## src/rtl/demux_stream_1x4.sv

```systemverilog
// Registered 1-to-4 stream demultiplexer with unicast/broadcast steering,
// per-channel holding registers and per-channel transfer counters.
module demux_stream_1x4 #(
  parameter int DATA_W = 8,
  parameter int CNT_W  = 8
) (
  input  logic              clk,
  input  logic              rst_n,
  input  logic              in_valid,
  output logic              in_ready,
  input  logic [DATA_W-1:0] in_data,
  input  logic [1:0]        in_sel,
  input  logic              bcast,
  output logic [DATA_W-1:0] y0_data,
  output logic [DATA_W-1:0] y1_data,
  output logic [DATA_W-1:0] y2_data,
  output logic [DATA_W-1:0] y3_data,
  output logic [3:0]        y_valid,
  input  logic [3:0]        y_ready,
  output logic [CNT_W-1:0]  cnt0,
  output logic [CNT_W-1:0]  cnt1,
  output logic [CNT_W-1:0]  cnt2,
  output logic [CNT_W-1:0]  cnt3
);

  // Handshake: a word moves on any interface exactly in a cycle where its
  // valid and ready are both high at the rising edge; in_ready never looks
  // at in_valid, and a channel may drain and reload at the same edge.

  logic [DATA_W-1:0] data_q [4];
  logic [DATA_W-1:0] data_d [4];
  logic [CNT_W-1:0]  cnt_q  [4];
  logic [CNT_W-1:0]  cnt_d  [4];
  logic [3:0]        valid_q;
  logic [3:0]        valid_d;
  logic [3:0]        can_load;
  logic [3:0]        load;
  logic [3:0]        xfer;
  logic              accept;

  always_comb begin
    can_load = ~valid_q | y_ready;
    // Broadcast is all-or-nothing so no channel ever receives a partial copy.
    in_ready = bcast ? (&can_load) : can_load[in_sel];
    accept   = in_valid & in_ready;
    xfer     = valid_q & y_ready;
    load     = 4'b0000;
    if (accept) begin
      if (bcast) load = 4'b1111;
      else       load[in_sel] = 1'b1;
    end
    valid_d = load | (valid_q & ~y_ready);
    for (int k = 0; k < 4; k++) begin
      data_d[k] = load[k] ? in_data : data_q[k];
      cnt_d[k]  = xfer[k] ? (cnt_q[k] + CNT_W'(1)) : cnt_q[k];
    end
  end

  always_ff @(posedge clk or negedge rst_n) begin
    if (!rst_n) begin
      valid_q <= 4'b0000;
      for (int k = 0; k < 4; k++) begin
        data_q[k] <= '0;
        cnt_q[k]  <= '0;
      end
    end else begin
      valid_q <= valid_d;
      for (int k = 0; k < 4; k++) begin
        data_q[k] <= data_d[k];
        cnt_q[k]  <= cnt_d[k];
      end
    end
  end

  assign y_valid = valid_q;
  assign y0_data = data_q[0];
  assign y1_data = data_q[1];
  assign y2_data = data_q[2];
  assign y3_data = data_q[3];
  assign cnt0    = cnt_q[0];
  assign cnt1    = cnt_q[1];
  assign cnt2    = cnt_q[2];
  assign cnt3    = cnt_q[3];

endmodule

```

## config.mk

```make
export PLATFORM = sky130hd
export DESIGN_NAME = demux_stream_1x4
export DESIGN_NICKNAME = d
export VERILOG_FILES = /design/src/rtl/demux_stream_1x4.sv
export SDC_FILE = /design/constraint.sdc
export NUM_CORES = 1
export LEC_CHECK = 0
export CAP_MARGIN = 20
export CORE_MARGIN = 2
export CORE_UTILIZATION = 51
export DETAILED_ROUTE_END_ITERATION = 12
export HOLD_SLACK_MARGIN = 0.15
export PLACE_DENSITY = 0.94
export SYNTH_ARGS = -nofsm -noshare
export SYNTH_HDL_FRONTEND = slang
export SYNTH_SLANG_ARGS = --single-unit
```

## constraint.sdc

```tcl
create_clock -name clk -period 3.7 [get_ports clk]
set_input_delay 0.74 -clock clk [delete_from_list [all_inputs] [get_ports clk]]
set_output_delay 0.74 -clock clk [all_outputs]
set_load 0.01 [all_outputs]
```

==> results by group, run 1 <==
Outcome
  • Status: completed

CTS
  • Hold Buf Count CTS: 0
  • Clock transition at the registers of the reported paths: 0.06 ns
  • CTS tree: done
  • Clk_lat worst skew: 0.34 ns
  • Number of setup buffers added after CTS: 0
  • Total CTS buffers: 9
  • Sink Count: 68
  • Root Driver: clkbuf_8
  • CTS max path bufs: 2
  • H-tree depth: 3
  • CTS resizes: 0

STA
  • Period utilization: 89.5%
  • Skew final: about 0.004 ns
  • Fmax: 302 MHz
  • Slew @ Worst Pin: ~0.74 ns
  • Slew HR: approximately half
  • Hold Vio Cnt, Final: 0
  • WHS: between 0.2 and 0.3 ns
  • TNS Setup: 0 ns
  • RSZ-0062 raised after global routing: false
  • Setup violations, final: 0
  • Min Tclk post-route: 3.31 ns
  • Slew Viols, Final: 0

Drt
  • Number of vias per cell: about 5.3
  • Routed wire length: between 6000 and 7000 µm
  • Initial DRT Pass Iterations: 4
  • Post-DRT Antenna Nets: 0
  • Routed wire per std cell: between 15 and 20 µm
  • Via count: between 1500 and 2000
  • Drc violations: 0
  • Detailed Route Iter0 Violations: 54

Die
  • Die extent in x: roughly 80 µm
  • Row cnt: 27
  • Die area: 6460 µm²
  • I/O pin cnt: 87
  • Initial Utilization: 53.3%
  • Core area: 5570 µm²
  • Die Span Y: between 80 and 90 µm

Setup path
  • Delay-heaviest family, CP: buffers and inverters
  • CP startpoint kind: input port
  • Worst path bufs/invs: 2
  • CP endpoint kind: output port
  • CP Cell Sequence: clkdlybuf4s50_1, or4bb_1, o221ai_4, nor3_1, clkdlybuf4s50_1
  • Most used cell, CP: clkdlybuf4s50_1
  • Largest fanout on the critical path: 5
  • Slowest Stage Delay on Critical Path: around 0.57 ns
  • Critical-path top delay cell: or4bb_1
  • Worst setup path class: in -> out
  • Crit path DAT: about 2.6 ns
  • Critical Path RT: roughly 3.0 ns

Global route
  • Vias in the first global route: around 2100
  • Pin count of the biggest net entering global routing: 49
  • GR Layer Usage met3: under 10%
  • Gr usage total: between 20% and 30%
  • Initial antenna violation count: 0
  • Met2 Track Usage GR: between 30% and 40%
  • First-pass GRT wire length: between 10000 and 15000 µm
  • Met1 GRT Util: about a quarter
  • Gr ovfl total: 0
  • GR peak layer: met2

Place
  • Post-DP HPWL: approximately 4500 µm
  • Port bufs: 86
  • Routability cong.: 0.841

Synthesis
  • Top FF cell, synth: dfrtp_1
  • XOR/XNOR Fraction of Synth Area: under 10%
  • Mapped Avg Cell Area: between 10 and 15 µm²
  • Compound-gate portion of the synthesized area: 6.86%
  • Post-Syn Area: 2970 µm²
  • Yosys warns: 0
  • EDFF count, synth: 0
  • Ys async rst share: 100%
  • Post-Synth Adder-Cell Area: 1.68%
  • Cells after Synth: approximately 200
  • Count of state elements after synthesis: between 60 and 70
  • Netlist cell types: 34
  • Largest family of logic cells by synthesized area: multiplexers
  • Post-synth net total: around 230
  • Simple-gate area share of the yosys netlist: approximately 10%
  • Multiplexer share of the synthesized area: between 10% and 20%
  • Sequential area share after synthesis: about 57%

Min path
  • HP Class: in -> async

Job
  • MaxCap Viol Count: 0

Final layout
  • FILL cells: 370
  • Final net count: 323
  • Layout area overhead: 39.4%
  • Antenna diodes: 0
  • Share of cells above drive strength 1: 20.0%

Pwr
  • Worst vdd ir: approximately 0.41 mV
  • LEAKAGE: approximately 0.0018 µW
  • Power Dens Cells: roughly 700 nW/µm²
==> sequential cells by signal, indices dropped and copies added (netlist names) <==
register / flops
cnt0: 8
cnt1: 8
cnt2: 8
cnt3: 8
y0_data: 8
y1_data: 8
y2_data: 8
y3_data: 8
y_valid: 4
==> layout make-up <==
class	instances	area (µm²)	area share, %
clock buffers	14	173	4.17
clock inverters	1	30.0	0.724
inverters	5	18.8	0.453
multi-input cells	128	1240	29.9
flip-flops and latches	68	1700	41.1
well taps	72	90.1	2.17
repair buffers	89	891	21.5
==> worst reg2reg max path: stages, from the launching register on <==
cell      delay (ns)
dfrtp_1         0.42
or2b_2          0.21
nand4_4         0.18
a221oi_4        0.69
mux2_4          0.36
==> through the flow <==
| stage | setup slack (ns) | area, µm² | std cells | utilization, % | total power, µW |
|---|---|---|---|---|---|
| finish | 0.388 | 4150 | 377 | 74.4 | 2920 |
| global route | 0.316 | 4150 | 377 | 74.4 | 3080 |
| CTS | 0.379 | 4130 | 376 | 74.0 | 2950 |
| detailed placement | 0.377 | 3920 | 361 | 70.4 | 2310 |
| global placement | 0.400 | 3920 | 361 | 70.4 | 2260 |
| floorplan | 1.36 | 2970 | 204 | - | 1670 |
==> cells in the final DEF (no fill, tap or decap), types with 2 or more instances in the layout <==
cell             count
a21o_1               3
a21oi_1              2
a221oi_4             3
and2_1               3
and3_1               5
and4_1               3
buf_4                2
clkbuf_1             2
clkbuf_8            12
clkdlybuf4s50_1     85
dfrtp_1             68
ha_1                 4
inv_1                4
mux2_1               6
mux2_2              22
mux2_4               8
nand2_1              9
nand2b_4             2
nand3_1              8
nand4_1              7
nor2_1               2
xnor2_1             21
xor2_1               7
==> where the power goes <==
group / switching [µW] / internal [µW] / leakage [µW] / total (µW)
Combinational: 405 / 673 / 0.000855 / 1080
Clock: 256 / 364 / 0.000103 / 620
Sequential: 234 / 988 / 0.000837 / 1220
Total: 895 / 2020 / 0.00179 / 2920
==> synthesized netlist by cell type (4+ instances only) <==
master | count | share of area, %
mux2_1 | 6 | 2.3
mux2_2 | 22 | 8.3
dfrtp_1 | 68 | 57
xnor2_1 | 21 | 6.2
and3_1 | 5 | 1.1
inv_1 | 4 | 0.50
nand4_1 | 7 | 1.5
nand3_1 | 8 | 1.3
ha_1 | 4 | 1.7
xor2_1 | 7 | 2.1
mux2_4 | 8 | 4.0
nand2_1 | 9 | 1.1
==> worst paths after layout <==
path                       startpoint    endpoint  slack, ns  cells past startpoint
max                         in_sel[0]    in_ready       0.39                      5
min                             rst_n     cnt3[7]       0.27                      1
max reg2reg                y_valid[2]  y3_data[6]       1.72                      4
min reg2reg                   cnt1[7]     cnt1[7]       0.47                      1
max in group asynchronous       rst_n     cnt2[1]       2.72                      3
min in group clk              cnt1[7]     cnt1[7]       0.47                      1
==> per-layer routing <==
layer	wire [µm]	share of wire [%]
met5	0	0
met4	165	2.7
met3	346	5.6
met2	3200	52
met1	2500	40
==> cell families after synthesis <==
family | Yosys count
flip-flops | 68
AND/OR/NAND/NOR | 47
multiplexers | 36
XOR/XNOR | 28
AO/OA/AOI/OAI | 13
buffers and inverters | 8
adder cells (fa/ha/maj) | 4
Note: power is estimated with default switching activity, not from simulation.
==> run 2, diff against run 1 <==
ABC_AREA = 1   (was not set)
CORE_UTILIZATION = 48   (was 51)
PLACE_DENSITY = 0.89   (was 0.94)
clock period = 3.4 ns   (was 3.7 ns; I/O delays follow)
==> run 2 against run 1 <==
  * Final area rose by 2.3%
  * Critical path type unchanged
  * Hold slack better by 0.057 ns
  * Register-to-register slack gained 0.07 ns
  * Routed wire length is 13% higher
  * Worst setup slack got worse by 0.079 ns
  * Largest cell class unchanged
==> results by group, run 2 <==
CTS
  • CTS resizes: 0 (unchanged)
  • Number of setup buffers added after CTS: 0 (unchanged)
  • Total CTS buffers: 9 (unchanged)
  • CTS tree: done (unchanged)
  • Hold Buf Count CTS: 0 (unchanged)
  • Root Driver: clkbuf_8 (unchanged)
  • CTS max path bufs: 2 (unchanged)
  • Sink Count: 68 (unchanged)
  • H-tree depth: 3 (unchanged)
  • Clk_lat worst skew: 0.34 ns (about the same)
  • Clock transition at the registers of the reported paths: 0.08 ns (was 0.06 ns)

Global route
  • Vias in the first global route: 2507 (was 2096)
  • First-pass GRT wire length: 11500 µm (was 10300 µm)
  • Initial antenna violation count: 0 (unchanged)
  • Pin count of the biggest net entering global routing: 45 (was 49)
  • Gr ovfl total: 0 (unchanged)
  • Gr usage total: 20.6% (was 21.5%)

Place
  • Setup Slack @ Placement: 0.325 ns (was 0.377 ns)
  • Post-DP HPWL: 5080 µm (was 4510 µm)
  • Port bufs: 86 (unchanged)
  • Routability cong.: 0.873 (was 0.841)

Drt
  • Post-DRT Antenna Nets: 0 (unchanged)
  • Drc violations: 0 (unchanged)
  • Number of vias per cell: 5.30 (was 5.26)
  • Initial DRT Pass Iterations: 5 (was 4)
  • Detailed Route Iter0 Violations: 143 (was 54)
  • Via count: 2577 (was 1983)
  • Routed wire length: 7020 µm (was 6210 µm)
  • Routed wire per std cell: 14.4 µm (was 16.5 µm)

STA
  • Skew final: 0.0108 ns (was 0.00391 ns)
  • RSZ-0062 raised after global routing: false (unchanged)
  • Setup violations, final: 0 (unchanged)
  • Slew Viols, Final: 0 (unchanged)
  • Slew @ Worst Pin: 0.562 ns (was 0.741 ns)
  • Min Tclk post-route: ~3 ns
  • Post-route setup slack: 0.309 ns (was 0.388 ns)
  • TNS Setup: 0 ns (unchanged)
  • Slew HR: 62.5% (was 50.6%)
  • Fmax: between 300 and 400 MHz
  • Hold Vio Cnt, Final: 0 (unchanged)
  • Period utilization: between 90% and 100%

Synthesis
  • Synth top area cells: dfrtp_1 55%, nand2_1 13%, nand4_1 7.8% (was dfrtp_1 57%, mux2_2 8.3%, xnor2_1 6.2%)
  • Count of state elements after synthesis: 68 (unchanged)
  • Post-synth top area share: 55.5% (was 57.2%)
  • Mapped Avg Cell Area: 9.86 µm² (was 14.6 µm²)
  • EDFF count, synth: 0 (unchanged)
  • Ys async rst share: 100% (unchanged)
  • Top FF cell, synth: dfrtp_1 (unchanged)
  • Cells after Synth: 311 (was 204)
  • Sequential area share after synthesis: 55.5% (was 57.2%)
  • Post-Syn Area: 3070 µm² (was 2970 µm²)
  • Most common cell in the netlist: nand2_1 (was dfrtp_1)
  • Synth area leader: dfrtp_1 (unchanged)
  • Yosys warns: 0 (unchanged)
  • Post-synth top cells: 104 x nand2_1, 68 x dfrtp_1, 38 x nand4_1, 26 x inv_1, 17 x xor2_1 (was 68 x dfrtp_1, 22 x mux2_2, 21 x xnor2_1, 9 x nand2_1)
  • Post-synth net total: 333 (was 226)
  • Netlist cell types: 25 (was 34)

Final layout
  • Commonest non-fill, non-tap cells in the layout: 104 x nand2_1, 85 x clkdlybuf4s50_1, 68 x dfrtp_1 (was 85 x clkdlybuf4s50_1, 68 x dfrtp_1, 22 x mux2_2)
  • Area of the multi-input gates: 1200 µm² (was 1240 µm²)
  • FILL cells: 502 (was 370)
  • Final net count: 426 (was 323)
  • Commonest non-fill, non-tap cell in the layout: nand2_1 (was clkdlybuf4s50_1)
  • Seq. cell area: 1700 µm² (unchanged)
  • Layout area overhead: 38.3% (was 39.4%)
  • Antenna diodes: 0 (unchanged)
  • Share of cells above drive strength 1: 9.05% (was 20.0%)

Pwr
  • LEAKAGE: 0.00208 µW (was 0.00179 µW)
  • Power Dens Cells: 753 nW/µm² (was 704 nW/µm²)
  • Worst vdd ir: 0.602 mV (was 0.415 mV)

Die
  • I/O pin cnt: 87 (unchanged)
  • Die extent in x: 83.9 µm (was 80.4 µm)
  • Die Span Y: 83.9 µm (was 80.4 µm)
  • Initial Utilization: 48.9% (was 53.3%)
  • Core area: 6280 µm² (was 5570 µm²)
  • Row cnt: 29 (was 27)
  • Die area: 7040 µm² (was 6460 µm²)

Setup path
  • Crit path DAT: 2.41 ns (was 2.57 ns)
  • CP endpoint kind: output port (unchanged)
  • Critical Path RT: 2.72 ns (was 2.96 ns)
  • Critical-path top delay cell: clkdlybuf4s50_1 (was or4bb_1)
  • Largest fanout on the critical path: 10 (was 5)
  • Worst setup path class: in -> out (unchanged)
  • CP Cell Sequence: clkdlybuf4s50_1, inv_2, nand2_2, nand2_4, nand2_2, nand2_4, nor2_8, clkdlybuf4s50_1 (was clkdlybuf4s50_1, or4bb_1, o221ai_4, nor3_1, clkdlybuf4s50_1)
  • CP startpoint kind: input port (unchanged)
  • Slowest Stage Delay on Critical Path: 0.59 ns (was 0.57 ns)

Outcome
  • Status: completed (unchanged)

Job
  • MaxCap Viol Count: 0 (unchanged)

Min path
  • HP Class: in -> async (unchanged)
-- run 2: changes by cell type after synthesis, sizes merged, moves of 10 or more --
cell / delta
xnor2: -11
xor2: +10
inv: +24
nand4: +34
mux2: -35
nand2: +99
-- run 2: path summary, 6_finish.rpt --
path	start	end	slack (ns)	cells after the start
worst max-delay path	in_sel[1]	in_ready	0.31	8
worst min-delay path	rst_n	y2_data[1]	0.32	1
worst max register to register	y_valid[3]	y1_data[0]	1.79	8
worst min register to register	cnt0[7]	cnt0[7]	0.47	1
max in group asynchronous	rst_n	cnt3[6]	2.10	2
min in group clk	cnt0[7]	cnt0[7]	0.47	1
-- run 2: kinds of logic (layout without fill, tap and decap cells) --
logic type	count (synthesis)	in the layout	synth area share, %
XOR/XNOR	27	27	7.71
buffers and inverters	37	135	5.51
AND/OR/NAND/NOR	168	168	27.7
multiplexers	1	1	0.367
AO/OA/AOI/OAI	6	6	1.55
adder cells (fa/ha/maj)	4	4	1.63
flip-flops	68	68	55.5
-- run 2: metrics by stage --
stage | hold slack, ns | power [µW] | cell area [µm²] | instances | utilization, %
6_report | 0.323 | 3190 | 4240 | 486 | 67.6
4_1_cts | 0.332 | 3220 | 4240 | 486 | 67.6
3_5_place_dp | 0.458 | 2400 | 3990 | 470 | 63.6
5_1_grt | 0.362 | 3380 | 4240 | 486 | 67.6
2_1_floorplan | 0.384 | 1750 | 3070 | 311 | -
3_3_place_gp | 0.457 | 2340 | 3990 | 470 | 63.6
-- run 2: routing by layer --
metal / track usage [%] / part of all wire, % / vias to the layer above
met3: 4.65 / 6.7 / 17
met1: 26.7 / 42 / 1236
met2: 33.2 / 50 / 116
li1: - / - / 1208
met5: 0 / 0 / -
met4: 8.65 / 2.1 / 0
-- run 2: report_power, final --
part	leakage [µW]	switching [µW]	internal (µW)
clock	0.000122	303	507
sequential	0.000854	213	1050
combinational	0.00110	514	600
total	0.00208	1030	2160
-- run 2: area by class of cell --
type,instances,area share (%)
clock inverter,6,2.63
tap,77,2.27
inverter,29,2.63
multi-input combinational,206,28.2
sequential,68,40.1
timing repair buffer,90,20.9
clock buffer,10,3.25
-- run 2: critical path, delay by kind of cell --
| kind | cells | cell delay [ns] |
|---|---|---|
| buffers and inverters | 3 | 1.22 |
| and+or+nand+nor | 5 | 0.50 |
==> run 3, diff against run 2 <==
ABC_CLOCK_PERIOD_IN_PS = 3400   (was not set)
==> results of run 3 <==
Final layout, timing and power as in run 2 (identical DEF).
